**src/rtl/axi_ram_ctrl.sv**
```systemverilog
// ---------------------------------------------------------------------------
// axi_ram_ctrl: AXI4 burst slave in front of a single-port SRAM with 1-cycle read latency.
// Revision 1.0
// ---------------------------------------------------------------------------
`default_nettype none

module axi_ram_ctrl #(
  parameter int MEM_AW = 14
) (
  input  logic              clk,
  input  logic              rst,
  input  logic [31:0]       araddr,
  input  logic [7:0]        arlen,
  input  logic              arvalid,
  output logic              arready,
  output logic [31:0]       rdata,
  output logic [1:0]        rresp,
  output logic              rlast,
  output logic              rvalid,
  input  logic              rready,
  input  logic [31:0]       awaddr,
  input  logic [7:0]        awlen,
  input  logic              awvalid,
  output logic              awready,
  input  logic [31:0]       wdata,
  input  logic [3:0]        wstrb,
  input  logic              wlast,
  input  logic              wvalid,
  output logic              wready,
  output logic [1:0]        bresp,
  output logic              bvalid,
  input  logic              bready,
  output logic              mem_en,
  output logic [3:0]        mem_we,
  output logic [MEM_AW-1:0] mem_addr,
  output logic [31:0]       mem_wdata,
  input  logic [31:0]       mem_rdata
);

  typedef enum logic [2:0] {
    IDLE    = 3'd0,
    RD_MEM  = 3'd1,
    RD_DATA = 3'd2,
    WR_DATA = 3'd3,
    WR_RESP = 3'd4
  } state_t;

  localparam logic       GRANT_RD    = 1'b0;
  localparam logic       GRANT_WR    = 1'b1;
  localparam logic [1:0] RESP_OKAY   = 2'b00;
  localparam logic [1:0] RESP_SLVERR = 2'b10;
  localparam logic [1:0] RESP_DECERR = 2'b11;

  state_t      state_q, state_d;
  logic        last_grant_q, last_grant_d;
  logic [31:0] addr_q, addr_d;
  logic [7:0]  len_q, len_d;
  logic [7:0]  cnt_q, cnt_d;
  logic [1:0]  err_q, err_d;
  logic [1:0]  rresp_q, rresp_d;
  logic [31:0] rdata_q, rdata_d;
  logic        rd_hold_q, rd_hold_d;

  logic oor;
  logic beat_last;

  assign oor       = (addr_q >> (MEM_AW + 2)) != 32'd0;
  assign beat_last = (cnt_q == len_q);

  always_ff @(posedge clk or posedge rst) begin
    if (rst) begin
      state_q      <= IDLE;
      last_grant_q <= GRANT_WR;
      addr_q       <= 32'd0;
      len_q        <= 8'd0;
      cnt_q        <= 8'd0;
      err_q        <= RESP_OKAY;
      rresp_q      <= RESP_OKAY;
      rdata_q      <= 32'd0;
      rd_hold_q    <= 1'b0;
    end else begin
      state_q      <= state_d;
      last_grant_q <= last_grant_d;
      addr_q       <= addr_d;
      len_q        <= len_d;
      cnt_q        <= cnt_d;
      err_q        <= err_d;
      rresp_q      <= rresp_d;
      rdata_q      <= rdata_d;
      rd_hold_q    <= rd_hold_d;
    end
  end

  always_comb begin
    state_d      = state_q;
    last_grant_d = last_grant_q;
    addr_d       = addr_q;
    len_d        = len_q;
    cnt_d        = cnt_q;
    err_d        = err_q;
    rresp_d      = rresp_q;
    rdata_d      = rdata_q;
    rd_hold_d    = rd_hold_q;
    arready      = 1'b0;
    awready      = 1'b0;
    rvalid       = 1'b0;
    rdata        = 32'd0;
    rresp        = RESP_OKAY;
    rlast        = 1'b0;
    wready       = 1'b0;
    bvalid       = 1'b0;
    bresp        = RESP_OKAY;
    mem_en       = 1'b0;
    mem_we       = 4'd0;
    mem_addr     = '0;
    mem_wdata    = 32'd0;

    // Outputs must read zero for the whole reset pulse, even with valids high.
    if (!rst) begin
      case (state_q)
        IDLE: begin
          if (arvalid && (!awvalid || last_grant_q == GRANT_WR)) begin
            arready      = 1'b1;
            addr_d       = araddr & ~32'h3;
            len_d        = arlen;
            cnt_d        = 8'd0;
            last_grant_d = GRANT_RD;
            state_d      = RD_MEM;
          end else if (awvalid) begin
            awready      = 1'b1;
            addr_d       = awaddr & ~32'h3;
            len_d        = awlen;
            cnt_d        = 8'd0;
            err_d        = RESP_OKAY;
            last_grant_d = GRANT_WR;
            state_d      = WR_DATA;
          end
        end

        RD_MEM: begin
          mem_en    = !oor;
          mem_addr  = addr_q[MEM_AW+1:2];
          rresp_d   = oor ? RESP_DECERR : RESP_OKAY;
          rd_hold_d = 1'b0;
          state_d   = RD_DATA;
        end

        RD_DATA: begin
          rvalid = 1'b1;
          rresp  = rresp_q;
          rlast  = beat_last;
          // SRAM data is only valid in the first RD_DATA cycle; capture it for stalls.
          if (rd_hold_q) begin
            rdata = rdata_q;
          end else if (rresp_q == RESP_DECERR) begin
            rdata = 32'd0;
          end else begin
            rdata = mem_rdata;
          end
          rdata_d   = rdata;
          rd_hold_d = 1'b1;
          if (rready) begin
            if (beat_last) begin
              state_d = IDLE;
            end else begin
              cnt_d   = cnt_q + 8'd1;
              addr_d  = addr_q + 32'd4;
              state_d = RD_MEM;
            end
          end
        end

        WR_DATA: begin
          wready   = 1'b1;
          mem_addr = addr_q[MEM_AW+1:2];
          if (wvalid) begin
            mem_en    = (|wstrb) && !oor;
            mem_we    = wstrb;
            mem_wdata = wdata;
            if (oor) begin
              err_d = RESP_DECERR;
            end else if ((wlast != beat_last) && (err_q != RESP_DECERR)) begin
              err_d = RESP_SLVERR;
            end
            if (beat_last) begin
              state_d = WR_RESP;
            end else begin
              cnt_d  = cnt_q + 8'd1;
              addr_d = addr_q + 32'd4;
            end
          end
        end

        WR_RESP: begin
          bvalid = 1'b1;
          bresp  = err_q;
          if (bready) begin
            state_d = IDLE;
          end
        end

        default: state_d = IDLE;
      endcase
    end
  end

endmodule

`default_nettype wire

```
**config.mk**
```make
export PLATFORM = sky130hd
export DESIGN_NAME = axi_ram_ctrl
export DESIGN_NICKNAME = d
export VERILOG_FILES = /design/src/rtl/axi_ram_ctrl.sv
export SDC_FILE = /design/constraint.sdc
export NUM_CORES = 1
export LEC_CHECK = 0
export ABC_AREA = 1
export ABC_CLOCK_PERIOD_IN_PS = 3950
export CAP_MARGIN = 20
export CORE_ASPECT_RATIO = 2
export CORE_MARGIN = 2
export CORE_UTILIZATION = 25
export CTS_CLUSTER_DIAMETER = 100
export DETAILED_ROUTE_END_ITERATION = 8
export DONT_BUFFER_PORTS = 1
export GPL_TIMING_DRIVEN = 0
export PLACE_DENSITY_LB_ADDON = 0.15
export SLEW_MARGIN = 20
export SYNTH_ARGS = -nofsm -noshare
export SYNTH_HDL_FRONTEND = slang
export SYNTH_SLANG_ARGS = --single-unit
```
**constraint.sdc**
```tcl
create_clock -name clk -period 3.95 [get_ports clk]
set_input_delay 0.79 -clock clk [delete_from_list [all_inputs] [get_ports clk]]
set_output_delay 0.79 -clock clk [all_outputs]
set_load 0.01 [all_outputs]
```
Word level (Yosys, flattened, before mapping)
Index checks and enable logic that the tools add are counted.
W data, S select, Z words.
Storage, ports and cells
  input port bits: 156
  logic and storage cells: 115
  flip-flop bits (word level): 89
Operators by class
  $add $sub $neg: 2
  equal/unequal tests: 16
  mux-type cells: 66
  reductions and logical operators: 21
  bitwise operators: 1
Operators with widths (count)
  $mux W32: 12
  $pmux W32 S3: 1
  $mux W8: 7
  $add A32 B3 Y32 const B: 1
  $reduce_bool A32 Y1: 1
  $mux W14: 2
  $pmux W8 S3: 1
  $mux W1: 20
  $mux W2: 10
  $mux W3: 6
  $pmux W3 S5: 1
  $ne A2 B2 Y1 const B: 7
  $mux W4: 3
  $reduce_and A6 Y1: 2
  $add A8 B1 Y8 const B: 1
  $eq A8 B8 Y1: 1
  $eq A3 B2 Y1 const B: 2
  $ne A3 B3 Y1 const B: 2
  $reduce_and A2 Y1: 3
  $reduce_bool A2 Y1: 3
  $reduce_and A5 Y1: 1
  $pmux W1 S2: 2
  $pmux W2 S2: 1
  $reduce_or A4 Y1: 1
  12 further kinds: 15

Logic depth before layout (Yosys ltp)
  depth in word-level cells: 7
  depth in mapped cells: 13

Least setup slack after synthesis
No wires, ideal clock.
  path kind: input-to-output
  from: in rst
  to: out rresp[1]
  stages on the path: 7
  path slack: 1096 ps
  path buffers: 4
  data required time: 3160 ps
  arrival time: 2064 ps
  cells stage by stage: buf_2 -> nor2_1 -> inv_2 -> clkbuf_1 -> clkbuf_1 -> nor2_1 -> buf_4
Between the ends
  longest elaborated chain between the ends: 1
Ends and longest elaborated chain
  start: declaration: line 11  | input logic rst,
  $mux W2: line 119  | if (!rst) begin
  end: declaration: line 17  | output logic [1:0] rresp,
No other way between the ends.

Final worst setup path
  from: reg state_q[1]
  to: out rresp[1]
Between the ends
  longest elaborated chain between the ends: 3
Ends and longest elaborated chain
  start: declaration: line 54  | state_t state_q, state_d;
  start signal: assignment: line 82  | state_q <= state_d;
  $eq A3 B2 Y1: line 120  | case (state_q)
  $mux W2: line 120
  $mux W2: line 119
No other way between the ends.

==> results.cfg <==
[global_routing]
gr-total-overflow = 0
grt_pass1_vias = 6309
grt_pass1_wl_mm = 35.79
grtUsageTotal_pct = 18.87
antenna_found_initial = 2
grt_max_degree = 57

[sta]
slew_headroom_pct = 29.55
tightest_slew_ps = 1047
fin_crit_sh_pct = 89.97
rsz0062_at_grt = no
setup_violations = 0
hold_viol_final = 0
holdWs_ps = 482.0
max_clock_freq_mhz = 281.4
finClkSkew_ps = 10.73
maxSlewViolCount = 0
fin_crit_ps = 3554

[synth]
synth_edf_count = 0
netlist-cell-type-count = 40
syn_nets = 1064
syn_avg_cell_area_um2 = 6.513
ys_seq_area_share_pct = 36.49
syn_inst = 906
netlist_area_um2 = 5901
yosys_register_bits = 86
ys.flop_type = dfrtp_1
yosysWarnings = 0
synthArstFlopShare_pct = 100.0

[routing]
drt-vias-per-instance = 4.982
final_antenna_net_count = 0
dr.pass1.iters = 7
drt_wl_total_mm = 23.62
drc_errors = 0
via_count = 6013
drtIter0Drc = 328
wl_per_cell_um = 19.57

[die]
dieArea_um2 = 24920
core.rowCount = 79
ioPinCount = 249
die_w_um = 112.6
coreArea_um2 = 23230
initial_utilization_pct = 25.40
die_y_um = 221.3

[worst_hold_path]
holdPathStages = 2
hp-class = reg -> reg

[status]
status = finished, final reports clean

[final_layout]
final_nets = 1076
syn2layout_area_growth_pct = 11.22
layout.cells.non_filler = 1207
layout-drive-gt1-share_pct = 5.525

[clock_tree]
cts_tree = yes
cts-resized-gates = 0
post_cts_buffers = 0
clock-sinks = 86
cts_hold_buf = 0
insertion_delay_ps = 350
htree_levels = 3
path_clk_slew_ps = 70
cts_root_buf = clkbuf_16
clock_path_buffers = 2
cts_inserted_buffers = 9

[setup_path]
crit_type = reg -> out
cp-start-kind = flop
endpoint_kind = output pin
critPathArrivalTime_ps = 2760
required_ps = 3160
cp_max_fo = 10
ff2ff_path_depth = 8

[placement]
place_inst = 1190
place_congestion = 0.8408
io_buffers = 0
hpwl_mm = 19.41

[pwr]
peakVddDrop_mv = 0.2441
pwr_density_cell_nw_per_um2 = 713.3
p_leak_uw = 0.002952

[run]
drv_cap = 0
## path summary, 6_finish.rpt
check,to,start,slack [ps]
worst max-delay path,rresp[1],state_q[1]$_DFFE_PP0P_,400
worst min-delay path,addr_q[31]$_DFFE_PP0P_,addr_q[31]$_DFFE_PP0P_,480
worst max register to register,addr_q[30]$_DFFE_PP0P_,last_grant_q$_DFFE_PP1P_,1520
worst min register to register,addr_q[31]$_DFFE_PP0P_,addr_q[31]$_DFFE_PP0P_,480
max in group asynchronous,rdata_q[26]$_DFFE_PP0P_,rst,2800
min in group asynchronous,err_q[0]$_DFFE_PP0P_,rst,510
## synth_stat cells (2+ instances only)
master | number | area share [%]
nand3_1 | 37 | 3.1
inv_2 | 5 | 0.32
nor2_1 | 185 | 12
a22oi_1 | 32 | 4.1
a21oi_1 | 14 | 1.2
nor3b_1 | 2 | 0.25
nor3_1 | 15 | 1.3
clkbuf_1 | 30 | 1.9
nand2_2 | 3 | 0.32
nand2_1 | 211 | 13
dfrtp_1 | 85 | 36
buf_2 | 11 | 0.93
buf_6 | 3 | 0.57
nor2_2 | 2 | 0.21
inv_1 | 98 | 6.2
ha_1 | 2 | 0.42
nand4_1 | 10 | 1.1
o21ai_1 | 2 | 0.17
o22ai_1 | 5 | 0.53
o21ai_0 | 113 | 9.6
o41ai_1 | 4 | 0.59
buf_4 | 3 | 0.38
xnor2_1 | 6 | 0.89
xor2_1 | 12 | 1.8
## state kept, by name, summed over array words and instances (netlist names)
register,count
addr_q,30
cnt_q,8
err_q,2
last_grant_q,1
len_q,8
rd_hold_q,1
rdata_q,32
rresp_q,1
state_q,3
## worst max-delay path: stages, from the launching register on
cell and delay [ps]:
dfrtp_1 510, nand3_1 190, nor2_1 440, inv_2 200
clkbuf_1 260, clkbuf_1 300, nor2_1 320, buf_4 180
## metal layers
layer  share of wire [%]  global-route usage [%]  routed length [um]  vias up
met1                  32                   16.81                7669     2782
met3                 4.9                   3.040                1151       33
met5               0.047                       0                  11        -
met2                  60                   39.66               14090      258
li1                    -                       -                   -     2938
met4                 3.0                   7.710                 700        2
## per-stage QoR
stage | TNS (ps) | cell area (um2) | util (%) | total power [uW] | setup WS [ps]
2_1_floorplan | 0 | 5901 | - | 3106 | 760.9
3_3_place_gp | -71810 | 6255 | 26.93 | 3876 | -858.2
6_report | 0 | 6563 | 28.25 | 4681 | 396.2
4_1_cts | 0 | 6560 | 28.24 | 4749 | 284.3
3_5_place_dp | 0 | 6287 | 27.07 | 3896 | 373.9
5_1_grt | 0 | 6563 | 28.25 | 5105 | 147.1
## cells by family (layout without fill, tap and decap cells)
| group | after synthesis | count (layout) | synth area share, % |
|---|---|---|---|
| xor gates and xnor gates | 18 | 18 | 2.672 |
| DFF | 86 | 86 | 36.49 |
| AOI/OAI and AO/OA | 176 | 176 | 17.07 |
| other | 0 | 1 | 0 |
| and+or+nand+nor | 473 | 473 | 32.89 |
| buffers and inverters | 151 | 168 | 10.45 |
| adders and majority gates | 2 | 2 | 0.4240 |
## report_power, final
| group | switching, uW | internal, uW | leakage [uW] | total, uW |
|---|---|---|---|---|
| combinational | 1590 | 684 | 0.00171 | 2270 |
| sequential | 310 | 1270 | 0.00111 | 1580 |
| clock | 370 | 462 | 0.000134 | 833 |
| total | 2270 | 2410 | 0.00295 | 4680 |
## area by class of cell
class                           instances  area, um2
Fill cell                            2588      16670
Sequential cell                        86       2153
Timing Repair Buffer                    1      27.53
Clock buffer                           15      267.8
Buffer                                 47      224.0
Inverter                              104      397.9
Multi-Input combinational cell        669       3131
Tap cell                              283      354.1
Clock inverter                          1      5.005
Antenna cell                            1      2.502
## placed cells by master (no fill, tap or decap), drive strengths merged
cell    count
a21boi      1
a21oi      16
a22oi      32
a31oi       1
buf        18
clkbuf     45
clkinv      1
dfrtp      85
dfstp       1
diode       1
ha          2
inv       104
nand2     215
nand3      39
nand4      10
nor2      188
nor3       16
nor3b       3
nor4        1
o211ai      1
o21ai     115
o22ai       5
o32ai       1
o41ai       4
or2         1
xnor2       6
xor2       12
Power figures use the tool's default switching activity.
